### src/rtl/sprite_pixel_serializer.sv
// Sprite pixel serializer: buffers one 8-pixel CROM word, shifts pixels out on CE_PIX,
// and drives line-buffer address/data with per-bank write strobes for non-transparent pixels.
module sprite_pixel_serializer #(
  parameter int PIX_BITS = 4,
  parameter int PAL_BITS = 7,
  parameter int X_BITS   = 9
) (
  input  logic                         clk,
  input  logic                         nRESET,
  input  logic                         CE_PIX,
  input  logic                         LOAD,
  output logic                         READY,
  input  logic [31:0]                  CROM_DATA,
  input  logic [PAL_BITS-1:0]          PAL_IN,
  input  logic                         TILE_FLIPX,
  input  logic                         DISP_HFLIP,
  input  logic                         nLOAD_X,
  input  logic [X_BITS-1:0]            X_LOAD_VAL,
  output logic [X_BITS-1:0]            LB_ADDR,
  output logic [PAL_BITS+PIX_BITS-1:0] LB_DATA,
  output logic                         LB_WE_EVEN,
  output logic                         LB_WE_ODD,
  output logic                         BUSY
);
  localparam int NPIX = 32 / PIX_BITS;

  typedef enum logic {IDLE, SHIFT} state_t;

  function automatic logic [31:0] flip_word(input logic [31:0] w);
    logic [31:0] r;
    r = '0;
    for (int i = 0; i < NPIX; i++)
      r[i*PIX_BITS +: PIX_BITS] = w[(NPIX-1-i)*PIX_BITS +: PIX_BITS];
    return r;
  endfunction

  function automatic logic [X_BITS-1:0] x_step(input logic [X_BITS-1:0] x, input logic dec);
    return dec ? x - 1'b1 : x + 1'b1;
  endfunction

  state_t                         state_q, state_d;
  logic [2:0]                     cnt_q, cnt_d;
  logic [31:0]                    sh_q, sh_d;
  logic [PAL_BITS-1:0]            sh_pal_q, sh_pal_d;
  logic [31:0]                    hold_q, hold_d;
  logic [PAL_BITS-1:0]            hold_pal_q, hold_pal_d;
  logic                           hold_flip_q, hold_flip_d;
  logic                           full_q, full_d;
  logic [X_BITS-1:0]              x_q, x_d;
  logic [X_BITS-1:0]              addr_q, addr_d;
  logic [PAL_BITS+PIX_BITS-1:0]   data_q, data_d;
  logic                           we_even_q, we_even_d;
  logic                           we_odd_q, we_odd_d;
  logic                           busy_q, busy_d;

  logic                           emit;
  logic [PIX_BITS-1:0]            pix;
  logic [PAL_BITS-1:0]            pal_v;
  logic [31:0]                    word;

  always_comb begin
    state_d     = state_q;
    cnt_d       = cnt_q;
    sh_d        = sh_q;
    sh_pal_d    = sh_pal_q;
    hold_d      = hold_q;
    hold_pal_d  = hold_pal_q;
    hold_flip_d = hold_flip_q;
    full_d      = full_q;
    x_d         = x_q;
    addr_d      = addr_q;
    data_d      = data_q;
    we_even_d   = 1'b0;
    we_odd_d    = 1'b0;
    emit        = 1'b0;
    pix         = '0;
    pal_v       = sh_pal_q;
    word        = hold_flip_q ? flip_word(hold_q) : hold_q;

    // The transfer edge emits pixel 0 straight from the hold register so runs stay gapless.
    if (CE_PIX) begin
      case (state_q)
        IDLE: if (full_q) begin
          emit     = 1'b1;
          pix      = word[31 -: PIX_BITS];
          pal_v    = hold_pal_q;
          sh_d     = word << PIX_BITS;
          sh_pal_d = hold_pal_q;
          cnt_d    = 3'd1;
          full_d   = 1'b0;
          state_d  = SHIFT;
        end
        SHIFT: begin
          emit  = 1'b1;
          pix   = sh_q[31 -: PIX_BITS];
          sh_d  = sh_q << PIX_BITS;
          cnt_d = cnt_q + 3'd1;
          if (cnt_q == 3'd7) state_d = IDLE;
        end
        default: state_d = IDLE;
      endcase
    end

    if (LOAD && !full_q) begin
      hold_d      = CROM_DATA;
      hold_pal_d  = PAL_IN;
      hold_flip_d = TILE_FLIPX;
      full_d      = 1'b1;
    end

    if (emit) begin
      addr_d = x_q;
      data_d = {pal_v, pix};
      if (pix != '0) begin
        we_even_d = ~x_q[0];
        we_odd_d  = x_q[0];
      end
      x_d = x_step(x_q, DISP_HFLIP);
    end

    // A load wins over the step; the pixel on this edge already took the old address.
    if (CE_PIX && !nLOAD_X) x_d = X_LOAD_VAL;

    busy_d = (state_d == SHIFT) || full_d;
  end

  always_ff @(posedge clk or negedge nRESET) begin
    if (!nRESET) begin
      state_q     <= IDLE;
      cnt_q       <= '0;
      sh_q        <= '0;
      sh_pal_q    <= '0;
      hold_q      <= '0;
      hold_pal_q  <= '0;
      hold_flip_q <= 1'b0;
      full_q      <= 1'b0;
      x_q         <= '0;
      addr_q      <= '0;
      data_q      <= '0;
      we_even_q   <= 1'b0;
      we_odd_q    <= 1'b0;
      busy_q      <= 1'b0;
    end else begin
      state_q     <= state_d;
      cnt_q       <= cnt_d;
      sh_q        <= sh_d;
      sh_pal_q    <= sh_pal_d;
      hold_q      <= hold_d;
      hold_pal_q  <= hold_pal_d;
      hold_flip_q <= hold_flip_d;
      full_q      <= full_d;
      x_q         <= x_d;
      addr_q      <= addr_d;
      data_q      <= data_d;
      we_even_q   <= we_even_d;
      we_odd_q    <= we_odd_d;
      busy_q      <= busy_d;
    end
  end

  assign READY      = ~full_q;
  assign BUSY       = busy_q;
  assign LB_ADDR    = addr_q;
  assign LB_DATA    = data_q;
  assign LB_WE_EVEN = we_even_q;
  assign LB_WE_ODD  = we_odd_q;

endmodule

### config.mk
export PLATFORM = sky130hd
export DESIGN_NAME = sprite_pixel_serializer
export DESIGN_NICKNAME = d
export VERILOG_FILES = /design/src/rtl/sprite_pixel_serializer.sv
export SDC_FILE = /design/constraint.sdc
export NUM_CORES = 1
export LEC_CHECK = 0
export CORE_MARGIN = 5
export CORE_UTILIZATION = 49
export CTS_CLUSTER_DIAMETER = 200
export DETAILED_ROUTE_END_ITERATION = 7
export PLACE_DENSITY = 0.76
export SYNTH_ARGS = -nofsm -noshare
export SYNTH_HDL_FRONTEND = slang
export SYNTH_SLANG_ARGS = --single-unit
export TNS_END_PERCENT = 10
### constraint.sdc
create_clock -name clk -period 1.76 [get_ports clk]
set_input_delay 0.264 -clock clk [delete_from_list [all_inputs] [get_ports clk]]
set_output_delay 0.264 -clock clk [all_outputs]
set_load 0.02 [all_outputs]
==> metrics, run 1 <==
status complete, but fails checks; failing checks setup timing; r2r worst-path depth 7; post-layout util 0.6423; I/O pins 79; Post-synth EDFFs 0; async set or reset register ratio after synthesis 1.000; antenna fix cells 0; Max clock buf depth 2; RSZ-0062 raised after global routing yes; highest clock rate 533.4 MHz; routability congestion estimate 0.8086; First-pass DRT Iterations 4; clk_lat worst skew 0.37 ns; Slew Limit Fails 0; worst reg2reg startpoint x_q[0]; number of buffers created by CTS 9; reg2reg end x_q[8]; synth unique cells 48; Die Y 112.8 um; Worst Setup Start Kind flop; Syn. warnings 0; CP Capture Type flop; largest net degree at the start of global routing 57; # Max-Cap Violations 0; # H-tree levels 3; crit path max fanout 2; Worst slew margin 0.6771; Max VDD drop 0.8171 mV; area grow syn2layout 28.02%; critical path arrival 2.16 ns; Die W 112.8 um; Core ar. 10320 sq um; post-synthesis sequential area ratio 0.5411; via/cell ratio 5.334; placed instance area 6387 sq um; initial antenna violation count 0; full die area 12730 sq um; GRT Util Overall 0.1940; Gate Count Post-Synth 479; share of cells above drive strength 1 0.1761; period utilisation layout 1.065; I/O Buffers 78; number of fill cells 836; commonest non-fill, non-tap cell in the layout dfrtp_1; top cells by area, synth dfrtp_1 (54%), mux2i_1 (6.6%), nand2_1 (6.4%); final hold violation count 0; worst min path class in2async; DRC viols 0; Yosys reg bits 112; vias in the first global route 4136; predominant post-synthesis flop cell dfrtp_1; Layout Skew 0.007766 ns; Worst R2R Setup Slack -0.11 ns; Synth Cell Area 5180 sq um; Final Worst Setup Slack -0.1149 ns; clk sinks 112; Mapped Nets 544; Detailed Place HPWL 8436 um; cell taking the most area after synthesis dfrtp_1; static leakage 2.990 nW; Power Density 1617 nW/um^2; Worst Path Required 2.04 ns; final setup fails 2; DR vias 3846; Final Critical Period 1.875 ns; row cnt 37; WL final 11820 um; design area 6631 sq um; drt wl/cell 16.40 um; commonest non-fill, non-tap cells in the layout dfrtp_1 (111), nand2_1 (89), clkdlybuf4s50_1 (75), buf_4 (39), mux2i_1 (34); clock root cell clkbuf_8; post-synth top area share 0.5411; total gr overflow 0; Worst Tran Pin Value 0.4844 ns; CTS tree done; ANT nets after route 0; Initial Utilization 0.5018; number of DRC markers in iteration 0 221; critical path class reg2reg; Layout Nets 649; clock transition at the registers of the reported paths 0.10 ns; first-pass GRT wire length 19880 um; Synth Area per Inst 10.81 sq um
## power breakdown
part | switching, W | internal, W | leakage (nW)
sequential | 0.000799 | 0.00372 | 1.38
combinational | 0.00231 | 0.00248 | 1.53
clock | 0.000798 | 0.000627 | 0.0839
total | 0.00390 | 0.00682 | 2.99
## cells in the mapped netlist, drive strengths merged (2+ instances only)
cell	count
a211oi	2
nor3	3
a21o	3
buf	15
a32o	2
o21a	2
nand2	89
nand3	5
dfrtp	112
inv	4
o31ai	2
nand2b	3
a21oi	32
and3	3
nor4	2
o21ai	38
mux2i	34
xor2	3
nor2	33
ha	9
clkbuf	14
a31oi	3
mux2	47
a22o	4
## through the flow
step | TNS, ns | instances | hold slack (ns) | setup WS [ns] | total power (W)
floorplan | -0.02370 | 479 | -0.03159 | -0.02370 | 0.007382
global route | -0.4860 | 721 | 0.4192 | -0.2009 | 0.01148
detailed placement | -3.011 | 705 | 0.2607 | -0.5994 | 0.009207
finish | -0.1264 | 721 | 0.3844 | -0.1149 | 0.01073
global placement | -2.554 | 705 | 0.2561 | -0.5474 | 0.008906
CTS | -0.09605 | 720 | 0.3949 | -0.09605 | 0.01076
## sequential cells by signal, indices dropped and copies added (netlist names), 3 cells and up
name and count:
x_q 9, LB_DATA 11, hold_q 32, cnt_q 3, sh_q 28, sh_pal_q 7, LB_ADDR 9, hold_pal_q 7
## worst max-delay path by stage
stage,slack (ns),endpoint,cells past startpoint,startpoint
after global routing,-0.20,x_q[8],7,x_q[5]
after detailed placement,-0.60,x_q[8],8,DISP_HFLIP
after global placement,-0.55,x_q[8],8,DISP_HFLIP
after CTS,-0.1,x_q[8],6,x_q[5]
final,-0.11,x_q[8],7,x_q[0]
after floorplan,-0.02,x_q[8],7,x_q[0]
## cells by family after synthesis
family | count (synthesis) | share of synthesized area
adder cells (fa/ha/maj) | 10 | 0.02560
AND/OR/NAND/NOR | 144 | 0.1147
AO/OA/AOI/OAI | 95 | 0.1116
multiplexers | 81 | 0.1679
flip-flops | 112 | 0.5411
XOR/XNOR | 4 | 0.006765
buffers and inverters | 33 | 0.03237
## per-layer routing
metal  vias up  track usage  part of all wire
li1       1866            -                 -
met1      1890       0.2433              0.44
met2        71       0.3357              0.51
met3        19      0.02834             0.030
met4         0      0.08093             0.021
met5         -            0                 0
## area by class of cell
| class | instances | area, sq um | share of cell area |
|---|---|---|---|
| flip-flops and latches | 112 | 2804 | 0.4228 |
| multi-input cells | 334 | 2297 | 0.3464 |
| repair buffers | 123 | 1182 | 0.1783 |
| well taps | 136 | 170.2 | 0.02566 |
| clock buffers | 10 | 127.6 | 0.01925 |
| clock inverters | 2 | 35.03 | 0.005283 |
| inverters | 4 | 15.01 | 0.002264 |
## critical path: stages (launching register included)
cell and delay, ns:
dfrtp_1 0.38, inv_2 0.05, fa_2 0.36, nand2b_4 0.16, a211oi_4 0.30, o2111a_1 0.26, nor4_1 0.07, o31ai_2 0.21
## repair_timing
action | CTS | global route
resized for setup | 11 | 2
setup buffers | 2 | 1
hold buffers | 1 | 0
pin swaps | 5 | 5
hold endpoints to repair | 32 | 0
setup endpoints to repair | 5 | 7
Note: power is estimated with default switching activity, not from simulation.
==> run 2, diff against run 1 <==
--- a/config.mk
+++ b/config.mk
@@ -6,10 +6,12 @@
 export NUM_CORES = 1
 export LEC_CHECK = 0
 export CORE_MARGIN = 5
-export CORE_UTILIZATION = 49
+export CORE_UTILIZATION = 57
 export CTS_CLUSTER_DIAMETER = 200
 export DETAILED_ROUTE_END_ITERATION = 7
-export PLACE_DENSITY = 0.76
+export DONT_BUFFER_PORTS = 1
+export GPL_ROUTABILITY_DRIVEN = 0
+export PLACE_DENSITY = 0.75
 export SYNTH_ARGS = -nofsm -noshare
 export SYNTH_HDL_FRONTEND = slang
 export SYNTH_SLANG_ARGS = --single-unit
==> run 2 against run 1 <==
Net effect:
- clock power is 9% higher
- utilization grew 0.13 points
- largest power group is now sequential cells
- sequential power grew 6.4%
- total power decreased by 7.4%
- critical path type unchanged
- routed wire length fell by 12%
- the run ends with hold timing, setup timing left
- cell area decreased by 15%
==> metrics, run 2 (synthesized netlist as in run 1, its figures left out) <==
worst min path class in2async; critical path arrival 2.13 ns; Worst slew margin 0.6765; Worst Path Required 2.03 ns; slowest CP cell dfrtp_1; number of DRC markers in iteration 0 184; CP top delay family compound AO/OA/AOI/OAI gates; Worst Tran Pin Value 0.4838 ns; commonest non-fill, non-tap cell in the layout dfrtp_1; vias in the first global route 3471; design area 5668 sq um; failing checks hold timing, setup timing; static leakage 2.598 nW; placed instance area 5373 sq um; period utilisation layout 1.056; Non-Filler Instances 599; Final Worst Setup Slack -0.09868 ns; Max clock buf depth 2; clock transition at the registers of the reported paths 0.11 ns; critical path class reg2reg; Layout Skew 0.02272 ns; row cnt 34; CP peak stage delay 0.41 ns; setup TNS -0.1569 ns; Final Critical Period 1.859 ns; clk sinks 112; share of cells above drive strength 1 0.1792; routed length on met1 4599 um; r2r worst-path depth 7; Core ar. 8806 sq um; status complete, but fails checks; Layout Nets 551; Inst Count DP 577; RSZ-0062 raised after global routing yes; Biggest register hold_q; GRT Util Overall 0.1935; Detailed Place HPWL 7322 um; Power Density 1753 nW/um^2; First-pass DRT Iterations 4; Worst R2R Setup Slack -0.1 ns; total gr overflow 0; Slew Limit Fails 0; CTS tree done; full die area 11090 sq um; max reg flops 32; WL final 10350 um; clock root cell clkbuf_8; number of buffers created by CTS 9; commonest non-fill, non-tap cells in the layout dfrtp_1 (109), nand2_1 (89), mux2i_1 (34); via/cell ratio 5.813; final hold violation count 112; I/O pins 79; DR vias 3482; Max VDD drop 0.8467 mV; antenna fix cells 0; CP Buf/Inv Count 1; DRC viols 0; initial antenna violation count 0; Die Y 105.3 um; highest clock rate 538.0 MHz; ANT nets after route 0; drt wl/cell 17.28 um; # H-tree levels 3; Initial Utilization 0.5882; area grow syn2layout 9.420%; Tot Pwr 0.009938 W; WL met2 4936 um; worst reg2reg startpoint x_q[1]; CP Capture Type flop; Worst Setup Start Kind flop; CP Cell Sequence inv_2 > fa_2 > nand2b_4 > a211oi_4 > nor4_2 > o31a_1 > o31ai_2; reg2reg end x_q[8]; met3 WL post-DR 662 um; crit path max fanout 3; max layer used met4; Hold WS -0.4245 ns; final setup fails 4; clk_lat worst skew 0.37 ns; largest net degree at the start of global routing 113; # Max-Cap Violations 0; first-pass GRT wire length 17390 um; Die W 105.3 um; I/O Buffers 0
==> run 2: area by class of cell <==
| type | instances | area, sq um |
|---|---|---|
| fillers | 667 | 3138 |
| flip-flops and latches | 112 | 2806 |
| multi-input cells | 334 | 2283 |
| repair buffers | 25 | 225.2 |
| clock buffers | 11 | 141.4 |
| well taps | 108 | 135.1 |
| clock inverters | 5 | 61.31 |
| inverters | 4 | 15.01 |
==> run 2: worst max-delay path by stage <==
stage          startpoint  endpoint  slack (ns)  cells past startpoint
2_1_floorplan      x_q[0]    x_q[8]       -0.02                      7
3_3_place_gp       x_q[1]    x_q[8]       -0.07                      7
3_5_place_dp       x_q[1]    x_q[8]       -0.14                      7
4_1_cts            x_q[1]    x_q[8]       -0.08                      7
5_1_grt            x_q[1]    x_q[8]       -0.19                      7
6_report           x_q[1]    x_q[8]        -0.1                      7
==> run 2: per-layer routing <==
metal	vias up	global-route usage
met5	-	0
met4	0	0.05342
met3	13	0.05012
met2	85	0.3019
met1	1711	0.2703
li1	1673	-
==> run 2: what timing repair did <==
action,4_1_cts,5_1_grt
pin swaps,2,2
setup endpoints to repair,6,12
cloned,0,0
setup buffers,1,0
endpoints found under the hold margin,114,116
hold buffers,2,3
resized for setup,4,10
==> run 2: through the flow <==
stage	utilization	setup slack (ns)	hold slack (ns)
final	0.6436	-0.09868	-0.4245
after global routing	0.6436	-0.1946	-0.4600
after CTS	0.6375	-0.07872	-0.4386
after detailed placement	0.6101	-0.1378	-0.02930
after global placement	0.6101	-0.06940	-0.02864
after floorplan	-	-0.02370	-0.03159
==> run 2: power by group <==
group | switching [W] | internal, W
logic | 0.00175 | 0.00182
registers | 0.00109 | 0.00372
clock network | 0.000845 | 0.000710
total | 0.00368 | 0.00625
